### src/rtl/imem_loader_if.sv
// Byte-stream and instruction-memory write bus of the boot loader.
// Handshake: a byte moves on the rising clk edge where in_valid && in_ready. The driver keeps in_data stable while in_valid is high and the byte is not yet taken.
interface imem_loader_if;
  logic        start;
  logic        in_valid;
  logic [7:0]  in_data;
  logic        in_ready;
  logic        wr_en;
  logic [31:0] wr_addr;
  logic [31:0] wr_data;
  logic        busy;
  logic        done;
  logic        error;

  modport master (
    output start, in_valid, in_data,
    input  in_ready, wr_en, wr_addr, wr_data, busy, done, error
  );

  modport slave (
    input  start, in_valid, in_data,
    output in_ready, wr_en, wr_addr, wr_data, busy, done, error
  );
endinterface

### src/rtl/imem_loader.sv
// Boot loader: takes a length-prefixed little-endian byte stream and writes it word by word into instruction memory.
// Words past NUM_INST are drained from the stream but not written, and they raise the sticky error flag.
module imem_loader #(
  parameter int NUM_INST = 128
) (
  input  logic        clk,
  input  logic        reset,
  imem_loader_if.slave bus,
  output logic [2:0]  state_dbg
);

  localparam logic [2:0] S_IDLE   = 3'd0;
  localparam logic [2:0] S_LEN_LO = 3'd1;
  localparam logic [2:0] S_LEN_HI = 3'd2;
  localparam logic [2:0] S_DATA   = 3'd3;
  localparam logic [2:0] S_WRITE  = 3'd4;
  localparam logic [2:0] S_DONE   = 3'd5;

  localparam logic [31:0] DEPTH = NUM_INST;

  logic [2:0]  state;
  logic [2:0]  state_d;
  logic [15:0] len_q;
  logic [15:0] word_idx;
  logic [1:0]  byte_sel;
  logic [31:0] asm_q;
  logic        done_q;
  logic        error_q;

  logic        in_ready_int;
  logic        accept;
  logic        start_ok;
  logic [15:0] len_full;
  logic        in_range;
  logic        last_word;

  assign in_ready_int = (state == S_LEN_LO) || (state == S_LEN_HI) || (state == S_DATA);
  assign accept       = bus.in_valid && in_ready_int;
  assign start_ok     = bus.start && ((state == S_IDLE) || (state == S_DONE));
  // Full count as it becomes known in the cycle the high byte is taken.
  assign len_full     = {bus.in_data, len_q[7:0]};
  assign in_range     = {16'd0, word_idx} < DEPTH;
  assign last_word    = (word_idx == (len_q - 16'd1));

  always_comb begin
    state_d = state;
    case (state)
      S_IDLE:   if (bus.start) state_d = S_LEN_LO;
      S_LEN_LO: if (accept) state_d = S_LEN_HI;
      S_LEN_HI: if (accept) state_d = (len_full == 16'd0) ? S_DONE : S_DATA;
      S_DATA:   if (accept && (byte_sel == 2'd3)) state_d = S_WRITE;
      S_WRITE:  state_d = last_word ? S_DONE : S_DATA;
      S_DONE:   if (bus.start) state_d = S_LEN_LO;
      default:  state_d = S_IDLE;
    endcase
  end

  always_ff @(posedge clk) begin
    if (reset) begin
      state    <= S_IDLE;
      len_q    <= 16'd0;
      word_idx <= 16'd0;
      byte_sel <= 2'd0;
      asm_q    <= 32'd0;
      done_q   <= 1'b0;
      error_q  <= 1'b0;
    end else begin
      state <= state_d;
      if (start_ok) begin
        word_idx <= 16'd0;
        byte_sel <= 2'd0;
        done_q   <= 1'b0;
        error_q  <= 1'b0;
      end
      case (state)
        S_LEN_LO: begin
          if (accept) len_q[7:0] <= bus.in_data;
        end
        S_LEN_HI: begin
          if (accept) begin
            len_q[15:8] <= bus.in_data;
            if (len_full == 16'd0) done_q <= 1'b1;
          end
        end
        S_DATA: begin
          if (accept) begin
            asm_q[{byte_sel, 3'b000} +: 8] <= bus.in_data;
            byte_sel <= byte_sel + 2'd1;
          end
        end
        S_WRITE: begin
          // Overflow words still advance the index so the count of consumed words stays exact.
          word_idx <= word_idx + 16'd1;
          if (!in_range) error_q <= 1'b1;
          if (last_word) done_q <= 1'b1;
        end
        default: begin
        end
      endcase
    end
  end

  assign bus.in_ready = in_ready_int;
  assign bus.wr_en    = (state == S_WRITE) && in_range;
  assign bus.wr_addr  = (state == S_WRITE) ? {14'd0, word_idx, 2'b00} : 32'd0;
  assign bus.wr_data  = (state == S_WRITE) ? asm_q : 32'd0;
  assign bus.busy     = (state == S_LEN_LO) || (state == S_LEN_HI) ||
                        (state == S_DATA) || (state == S_WRITE);
  assign bus.done     = done_q;
  assign bus.error    = error_q;
  assign state_dbg    = state;

endmodule

### src/flat_wrapper.sv
// flat-port wrapper written by rule: the top's interface ports become plain ports
module imem_loader_flat 
#(
  parameter int NUM_INST = 128
)
  (clk, reset, state_dbg, bus_start, bus_in_valid, bus_in_data, bus_in_ready, bus_wr_en, bus_wr_addr, bus_wr_data, bus_busy, bus_done, bus_error);
  imem_loader_if bus_i ();
  input  logic clk;
  input  logic reset;
  output logic [2:0] state_dbg;
  input wire logic [$bits(bus_i.start)-1:0] bus_start;
  input wire logic [$bits(bus_i.in_valid)-1:0] bus_in_valid;
  input wire logic [$bits(bus_i.in_data)-1:0] bus_in_data;
  output wire logic [$bits(bus_i.in_ready)-1:0] bus_in_ready;
  output wire logic [$bits(bus_i.wr_en)-1:0] bus_wr_en;
  output wire logic [$bits(bus_i.wr_addr)-1:0] bus_wr_addr;
  output wire logic [$bits(bus_i.wr_data)-1:0] bus_wr_data;
  output wire logic [$bits(bus_i.busy)-1:0] bus_busy;
  output wire logic [$bits(bus_i.done)-1:0] bus_done;
  output wire logic [$bits(bus_i.error)-1:0] bus_error;
  assign bus_i.start = bus_start;
  assign bus_i.in_valid = bus_in_valid;
  assign bus_i.in_data = bus_in_data;
  assign bus_in_ready = bus_i.in_ready;
  assign bus_wr_en = bus_i.wr_en;
  assign bus_wr_addr = bus_i.wr_addr;
  assign bus_wr_data = bus_i.wr_data;
  assign bus_busy = bus_i.busy;
  assign bus_done = bus_i.done;
  assign bus_error = bus_i.error;
  imem_loader #(.NUM_INST(NUM_INST)) u_core (.clk(clk), .reset(reset), .bus(bus_i), .state_dbg(state_dbg));
endmodule
### config.mk
export PLATFORM = sky130hd
export DESIGN_NAME = imem_loader_flat
export DESIGN_NICKNAME = d
export VERILOG_FILES = /design/src/rtl/imem_loader_if.sv /design/src/rtl/imem_loader.sv /design/src/flat_wrapper.sv
export SDC_FILE = /design/constraint.sdc
export NUM_CORES = 1
export LEC_CHECK = 0
export CORE_AREA = 2 2 113 115
export CTS_BUF_LIST = sky130_fd_sc_hd__clkbuf_2 sky130_fd_sc_hd__clkbuf_4 sky130_fd_sc_hd__clkbuf_8
export CTS_CLUSTER_SIZE = 24
export DETAILED_ROUTE_END_ITERATION = 16
export DIE_AREA = 0 0 115 117
export PLACE_DENSITY = 0.68
export RECOVER_POWER = 100
export SKIP_LAST_GASP = 1
export SYNTH_ARGS = -nofsm -noshare
export SYNTH_HDL_FRONTEND = slang
export SYNTH_SLANG_ARGS = --single-unit
### constraint.sdc
create_clock -name clk -period 3.1 [get_ports clk]
set_input_delay 0.465 -clock clk [delete_from_list [all_inputs] [get_ports clk]]
set_output_delay 0.465 -clock clk [all_outputs]
set_load 0.05 [all_outputs]
==> flow_summary.ini, run 1 <==
[final_layout]
num-nets-final = 614
postLayoutCellArea_um2 = 4740
final.fill_count = 1315
fraction_of_final_layout_cells_with_drive_strength_greater_than_1_pct = 12.9
multiInputGateArea_um2 = 2370
seqCellArea_um2 = 1420
final_cell_count_no_fill = 750
syn2layout_area_growth_pct = 16.6
finish.utilization_pct = 38.5

[floorplanning]
die_height_um = 117
std_cell_rows = 41
io_pins = 84
initial_utilization_pct = 33.0
fp.coreArea_um2 = 12300
die_ar_um2 = 13500
chipWidth_um = 115

[power]
p_clk_share_pct = 28.8
p_sw_mw = 0.961
power.static_leakage_nw = 1.95
share_seq_of_total_power_pct = 39.8
combinationalPowerShare_pct = 31.4
pwr_density_cell_nw_per_um2 = 534
max-vdd-ir-drop_mv = 0.200
switching_share_pct = 38.0
power_report.internal_total_mw = 1.57

[critical_path]
timing.critical_path.to_type = output port
required_ps = 2630
worst-path-max-fanout = 33
worst_setup_path_start_kind = flip-flop
worst_ep_arrival_time_ps = 2300
timing.critical_path.from = u_core.state_dbg[0]
r2r.worst_path.cells = 8
critPathCapture = bus_wr_data[31]
crit-reg2reg-launch = u_core.len_q[0]
crit-reg2reg-capture = u_core.state_dbg[2]
timing_worst_setup_path_type = reg2out
timing.reg2reg.setup_slack_ps = 350

[clocking]
number_of_buffers_inserted_to_repair_setup_after_cts = 0
clock_tree.root_cell = sky130_fd_sc_hd__clkbuf_8
cts_repair_resize_count = 0
postCtsHoldBufs = 0
cts_max_level = 3
cts_buffer_depth = 2
cts_inserted_buffers = 9
worstSkewPairLatency_ps = 360
numClockSinks = 71
cts.reportedPaths.clkPinSlew_ps = 90
clock_tree_from_tritoncts = built

[run]
maxCapViolations = 0

[place]
placed_cell_areas_um2 = 4770
placed_cells = 734
place_hpwl_um = 8070
gpl.final_weighted_congestion = 0.823
io_buffer_count = 67

[logic_synthesis]
syn-mean-instance-area_um2 = 7.55
syn_area_um2 = 4060
ys_seq_area_share_pct = 35.0
synth_cell_types = 53
synth_ff_type = sky130_fd_sc_hd__dfxtp_1
synth-async-reset-ratio_pct = 0
synth.ff_latch_count = 71
synthesis.yosys.warnings = 0
synth_edf_count = 0
netlist_instances = 538

[sta]
report.final.setup_viol = 0
finalMaxSlewViolations = 0
max_slew.worst_pin.slew_ps = 871
timing_hold_violations_final = 0
max_freq_ghz = 0.362
setup-tns-final_ps = 0
grt_setup_unrepaired = no
final_min_period_over_clock_period_pct = 89.2
relSlewSlack_pct = 41.5
period_minus_slack_ps = 2770
worst_clock_skew_ps = 15.4

[global_routing]
globalRouteTotalUtil_pct = 17.6
grt_antenna_before_repair = 0
global_route.overflow_total = 0
grt_pass1_vias = 3855
grt_pass1_wl_um = 19000
grt_start_max_net_pins = 37

[hold_path]
class_of_the_tightest_hold_or_removal_check = reg2reg

[status]
outcome = complete, no violations

[route]
finalWirelength_um = 11600
drc = 0
via_per_inst = 5.40
drt_pre_antenna_iters = 5
ant_nets = 0
routed-via-count = 4048
avgRoutedWirePerCell_um = 15.5
drt_first_iter_violations = 268
[power groups by stage]
stage                     logic (mW)  clock network, mW  registers, mW
final                          0.794              0.728           1.01
after floorplan                0.600                  0           1.02
after global routing           0.875              0.779           1.01
after detailed placement       0.821                  0           1.03
after global placement         0.798                  0           1.02
after CTS                      0.825              0.742           1.01
[worst min-delay path by stage]
stage / slack (ps) / to / cells after the start / start
floorplan: 430 / u_core.asm_q[16] / 2 / u_core.asm_q[16]
global placement: 430 / u_core.asm_q[17] / 2 / u_core.asm_q[17]
detailed placement: 440 / u_core.asm_q[7] / 2 / u_core.asm_q[7]
CTS: 450 / u_core.asm_q[7] / 2 / u_core.asm_q[7]
global route: 470 / u_core.asm_q[17] / 2 / u_core.asm_q[17]
finish: 450 / u_core.asm_q[17] / 2 / u_core.asm_q[17]
[registers in the layout (all words and copies together), names as in the netlist]
name / count
u_core.state_dbg: 3
u_core.bus.done: 1
u_core.byte_sel: 2
u_core.asm_q: 32
u_core.len_q: 16
u_core.word_idx: 16
u_core.bus.error: 1
[metal layers]
layer	share of wire, %	vias to the layer above	global-route usage (%)
met2	45	156	28.9
met3	8.1	18	4.17
met1	45	1886	23.2
met5	0	-	0
li1	-	1988	-
met4	1.8	0	4.90
[final cells by class]
| type | instances | area share (%) |
|---|---|---|
| Tap cell | 150 | 3.96 |
| Clock buffer | 9 | 2.61 |
| Antenna cell | 1 | 0.0528 |
| Multi-Input combinational cell | 415 | 50.1 |
| Inverter | 12 | 0.951 |
| Sequential cell | 71 | 30.0 |
| Clock inverter | 6 | 1.32 |
| Timing Repair Buffer | 86 | 11.0 |
[cells in the final DEF, fill, tap and decap left out, types with 5 or more instances in the layout]
master	netlist	routed
sky130_fd_sc_hd__clkbuf_1	34	21
sky130_fd_sc_hd__mux2i_1	7	7
sky130_fd_sc_hd__nor3_1	14	14
sky130_fd_sc_hd__nor2_1	50	49
sky130_fd_sc_hd__nor4_1	8	8
sky130_fd_sc_hd__nand3_1	39	39
sky130_fd_sc_hd__dlygate4sd3_1	0	6
sky130_fd_sc_hd__clkbuf_2	0	32
sky130_fd_sc_hd__a22oi_1	10	10
sky130_fd_sc_hd__dfxtp_1	71	71
sky130_fd_sc_hd__ha_1	7	7
sky130_fd_sc_hd__a31oi_1	7	7
sky130_fd_sc_hd__and3_1	54	54
sky130_fd_sc_hd__a21oi_1	51	51
sky130_fd_sc_hd__nand2_1	70	70
sky130_fd_sc_hd__buf_4	16	17
sky130_fd_sc_hd__clkdlybuf4s50_1	0	9
sky130_fd_sc_hd__conb_1	1	16
sky130_fd_sc_hd__clkbuf_8	0	9
sky130_fd_sc_hd__xor2_1	9	9
sky130_fd_sc_hd__inv_1	12	12
sky130_fd_sc_hd__xnor2_1	12	12
sky130_fd_sc_hd__o21ai_0	7	7
sky130_fd_sc_hd__a311oi_1	5	5
[cell families (layout without fill, tap and decap cells)]
logic type      after synthesis  after routing  share of synthesized area (%)
simple gates                259            259                           31.6
compound gates              102            102                           16.3
flops                        71             71                           35.0
buf+inv                      67            113                           7.73
xor+xnor                     21             21                           4.53
mux                          10             10                           2.56
fa+ha+maj                     7              7                           2.16
other cells                   1             17                         0.0923
[synthesized netlist by cell type (2+ instances only)]
| master | number | area (um^2) |
|---|---|---|
| sky130_fd_sc_hd__a211oi_1 | 4 | 30.0 |
| sky130_fd_sc_hd__a21oi_1 | 51 | 255 |
| sky130_fd_sc_hd__a22oi_1 | 10 | 75.1 |
| sky130_fd_sc_hd__a311oi_1 | 5 | 43.8 |
| sky130_fd_sc_hd__a31oi_1 | 7 | 43.8 |
| sky130_fd_sc_hd__a41oi_1 | 2 | 17.5 |
| sky130_fd_sc_hd__and2_1 | 5 | 31.3 |
| sky130_fd_sc_hd__and3_1 | 54 | 338 |
| sky130_fd_sc_hd__buf_1 | 3 | 11.3 |
| sky130_fd_sc_hd__buf_2 | 2 | 10.0 |
| sky130_fd_sc_hd__buf_4 | 16 | 120 |
| sky130_fd_sc_hd__clkbuf_1 | 34 | 128 |
| sky130_fd_sc_hd__dfxtp_1 | 71 | 1420 |
| sky130_fd_sc_hd__ha_1 | 7 | 87.6 |
| sky130_fd_sc_hd__inv_1 | 12 | 45.0 |
| sky130_fd_sc_hd__mux2_2 | 3 | 33.8 |
| sky130_fd_sc_hd__mux2i_1 | 7 | 70.1 |
| sky130_fd_sc_hd__nand2_1 | 70 | 263 |
| sky130_fd_sc_hd__nand3_1 | 39 | 195 |
| sky130_fd_sc_hd__nand4_1 | 4 | 25.0 |
| sky130_fd_sc_hd__nor2_1 | 50 | 188 |
| sky130_fd_sc_hd__nor3_1 | 14 | 70.1 |
| sky130_fd_sc_hd__nor4_1 | 8 | 50.1 |
| sky130_fd_sc_hd__o21ai_0 | 7 | 35.0 |
| sky130_fd_sc_hd__o31ai_1 | 3 | 22.5 |
| sky130_fd_sc_hd__or3_1 | 3 | 18.8 |
| sky130_fd_sc_hd__or4_1 | 2 | 15.0 |
| sky130_fd_sc_hd__xnor2_1 | 12 | 105 |
| sky130_fd_sc_hd__xor2_1 | 9 | 78.8 |
[metrics by stage]
| stage | hold slack (ps) | setup WS [ps] | power, mW |
|---|---|---|---|
| finish | 452 | 334 | 2.53 |
| detailed placement | 440 | 390 | 1.85 |
| global route | 474 | 126 | 2.67 |
| global placement | 433 | 479 | 1.82 |
| floorplan | 427 | 392 | 1.62 |
| CTS | 451 | 370 | 2.57 |
[critical path, cell delays in order (launching register included)]
cell	delay (ps)
sky130_fd_sc_hd__dfxtp_1	450
sky130_fd_sc_hd__nor2_2	380
sky130_fd_sc_hd__clkbuf_2	540
sky130_fd_sc_hd__and3_1	280
sky130_fd_sc_hd__clkbuf_2	290
(Power assumes the default switching activity.)
==> run 2: changes to the inputs <==
--- a/config.mk
+++ b/config.mk
@@ -5,12 +5,13 @@
 export SDC_FILE = /design/constraint.sdc
 export NUM_CORES = 1
 export LEC_CHECK = 0
-export CORE_AREA = 2 2 113 115
+export CORE_AREA = 2 2 120 122
 export CTS_BUF_LIST = sky130_fd_sc_hd__clkbuf_2 sky130_fd_sc_hd__clkbuf_4 sky130_fd_sc_hd__clkbuf_8
 export CTS_CLUSTER_SIZE = 24
 export DETAILED_ROUTE_END_ITERATION = 16
-export DIE_AREA = 0 0 115 117
-export PLACE_DENSITY = 0.68
+export DIE_AREA = 0 0 122 124
+export DONT_BUFFER_PORTS = 1
+export PLACE_DENSITY = 0.55
 export RECOVER_POWER = 100
 export SKIP_LAST_GASP = 1
 export SYNTH_ARGS = -nofsm -noshare
==> flow_summary.ini, run 2 (synthesized netlist as in run 1, its figures left out) <==
[critical_path]
required_ps = 2630
worst_path_max_delay_cell = sky130_fd_sc_hd__nor2_2
crit_chain = nor2_2, nand2_1, nor2_1, clkbuf_2
worst_ep_arrival_time_ps = 2420
timing.critical_path.slowest_cell_delay_ps = 590
timing.critical_path.to_type = output port
cp_num_buf_inv = 1
timing_worst_setup_path_type = reg2out
worst_setup_path_start_kind = flip-flop
cp_top_family = simple AND/OR/NAND/NOR gates
worst-path-max-fanout = 19

[route]
drc = 0
drt_first_iter_violations = 369
ant_nets = 0
drt_pre_antenna_iters = 4
via_per_inst = 5.27
routed-via-count = 3729
avgRoutedWirePerCell_um = 16.5
finalWirelength_um = 11700

[status]
outcome = complete, no violations

[power]
pwr_density_cell_nw_per_um2 = 574
power.total_mw = 2.49
power.static_leakage_nw = 1.67
max-vdd-ir-drop_mv = 0.262

[final_layout]
number_of_antenna_repair_diodes = 0
max_flop_register = u_core.asm_q
mostFrequentLayoutCells = 70 x sky130_fd_sc_hd__nand2_1, 70 x sky130_fd_sc_hd__dfxtp_1, 54 x sky130_fd_sc_hd__and3_1
fraction_of_final_layout_cells_with_drive_strength_greater_than_1_pct = 7.20
layout_top_registers = u_core.asm_q x32, u_core.len_q x16, u_core.word_idx x16
num-nets-final = 543
syn2layout_area_growth_pct = 6.78
largest_register_ffs = 32

[sta]
finalMaxSlewViolations = 0
max_slew.worst_pin.slew_ps = 1110
relSlewSlack_pct = 25.9
worst_clock_skew_ps = 9.93
setup-tns-final_ps = 0
grt_setup_unrepaired = no
report.final.setup_viol = 0
final_min_period_over_clock_period_pct = 93.2
period_minus_slack_ps = 2890
max_freq_ghz = 0.346
timing_hold_violations_final = 0

[clocking]
clock_tree.root_cell = sky130_fd_sc_hd__clkbuf_8
worstSkewPairLatency_ps = 360
clock_tree_from_tritoncts = built
cts_max_level = 3
postCtsHoldBufs = 0
cts_buffer_depth = 2
cts_repair_resize_count = 0
number_of_buffers_inserted_to_repair_setup_after_cts = 0
cts_inserted_buffers = 9
cts.reportedPaths.clkPinSlew_ps = 80
numClockSinks = 71

[hold_path]
class_of_the_tightest_hold_or_removal_check = in2reg

[floorplanning]
die_height_um = 124
io_pins = 84
die_ar_um2 = 15100
initial_utilization_pct = 29.6
chipWidth_um = 122
std_cell_rows = 43
fp.coreArea_um2 = 13700

[global_routing]
grt_pass1_wl_um = 19000
grt_start_max_net_pins = 73
globalRouteTotalUtil_pct = 15.9
grt_pass1_vias = 3566
global_route.overflow_total = 0
grt_antenna_before_repair = 0

[place]
place_hpwl_um = 7920
gpl.final_weighted_congestion = 0.908
io_buffer_count = 0

[run]
maxCapViolations = 0
==> run 2: cell types whose count changed in the layout (fill, tap and decap cells not counted), moves of 2 or more <==
cell	change
sky130_fd_sc_hd__clkbuf_1	-17
sky130_fd_sc_hd__clkbuf_2	-25
sky130_fd_sc_hd__clkinv_2	-2
sky130_fd_sc_hd__clkinvlp_4	+2
sky130_fd_sc_hd__clkdlybuf4s50_1	-9
sky130_fd_sc_hd__buf_4	-14
sky130_fd_sc_hd__dlygate4sd3_1	-6
==> run 2: area by class of cell <==
type | instances | area, um^2
Clock buffer | 10 | 138
Clock inverter | 5 | 58.8
Fill cell | 1497 | 9380
Inverter | 12 | 45.0
Multi-Input combinational cell | 415 | 2370
Sequential cell | 71 | 1420
Tap cell | 180 | 225
Timing Repair Buffer | 15 | 77.6
==> run 2: path summary, 6_finish.rpt <==
check                           start                   to  depth (start not counted)  slack [ps]
setup / recovery  u_core.state_dbg[1]       bus_wr_addr[8]                          4         210
hold / removal                  reset     u_core.len_q[14]                          1         180
setup reg to reg      u_core.len_q[0]  u_core.state_dbg[2]                          8         290
hold reg to reg      u_core.asm_q[27]     u_core.asm_q[27]                          2         440
==> run 2: metrics by stage <==
stage / cells / worst slack, ps / hold WS, ps / utilization, % / instance area, um^2
floorplan: 553 / 392 / 427 / - / 4120
global placement: 693 / 496 / 430 / 30.5 / 4190
detailed placement: 693 / 392 / 434 / 30.5 / 4190
CTS: 708 / 279 / 159 / 32.0 / 4390
global route: 708 / 51.5 / 158 / 31.6 / 4340
finish: 708 / 212 / 178 / 31.6 / 4340
==> run 2: report_power, final <==
group | switching (mW) | total [mW] | internal, mW
clock | 0.362 | 0.751 | 0.389
combinational | 0.507 | 0.728 | 0.221
sequential | 0.0660 | 1.01 | 0.942
==> run 2: metal layers <==
metal	track usage [%]	wire length (um)	vias to the layer above
met1	20.5	5340	1770
met2	26.1	5310	110
met5	0	0	-
met4	2.87	80	0
met3	5.40	930	9
li1	-	-	1840
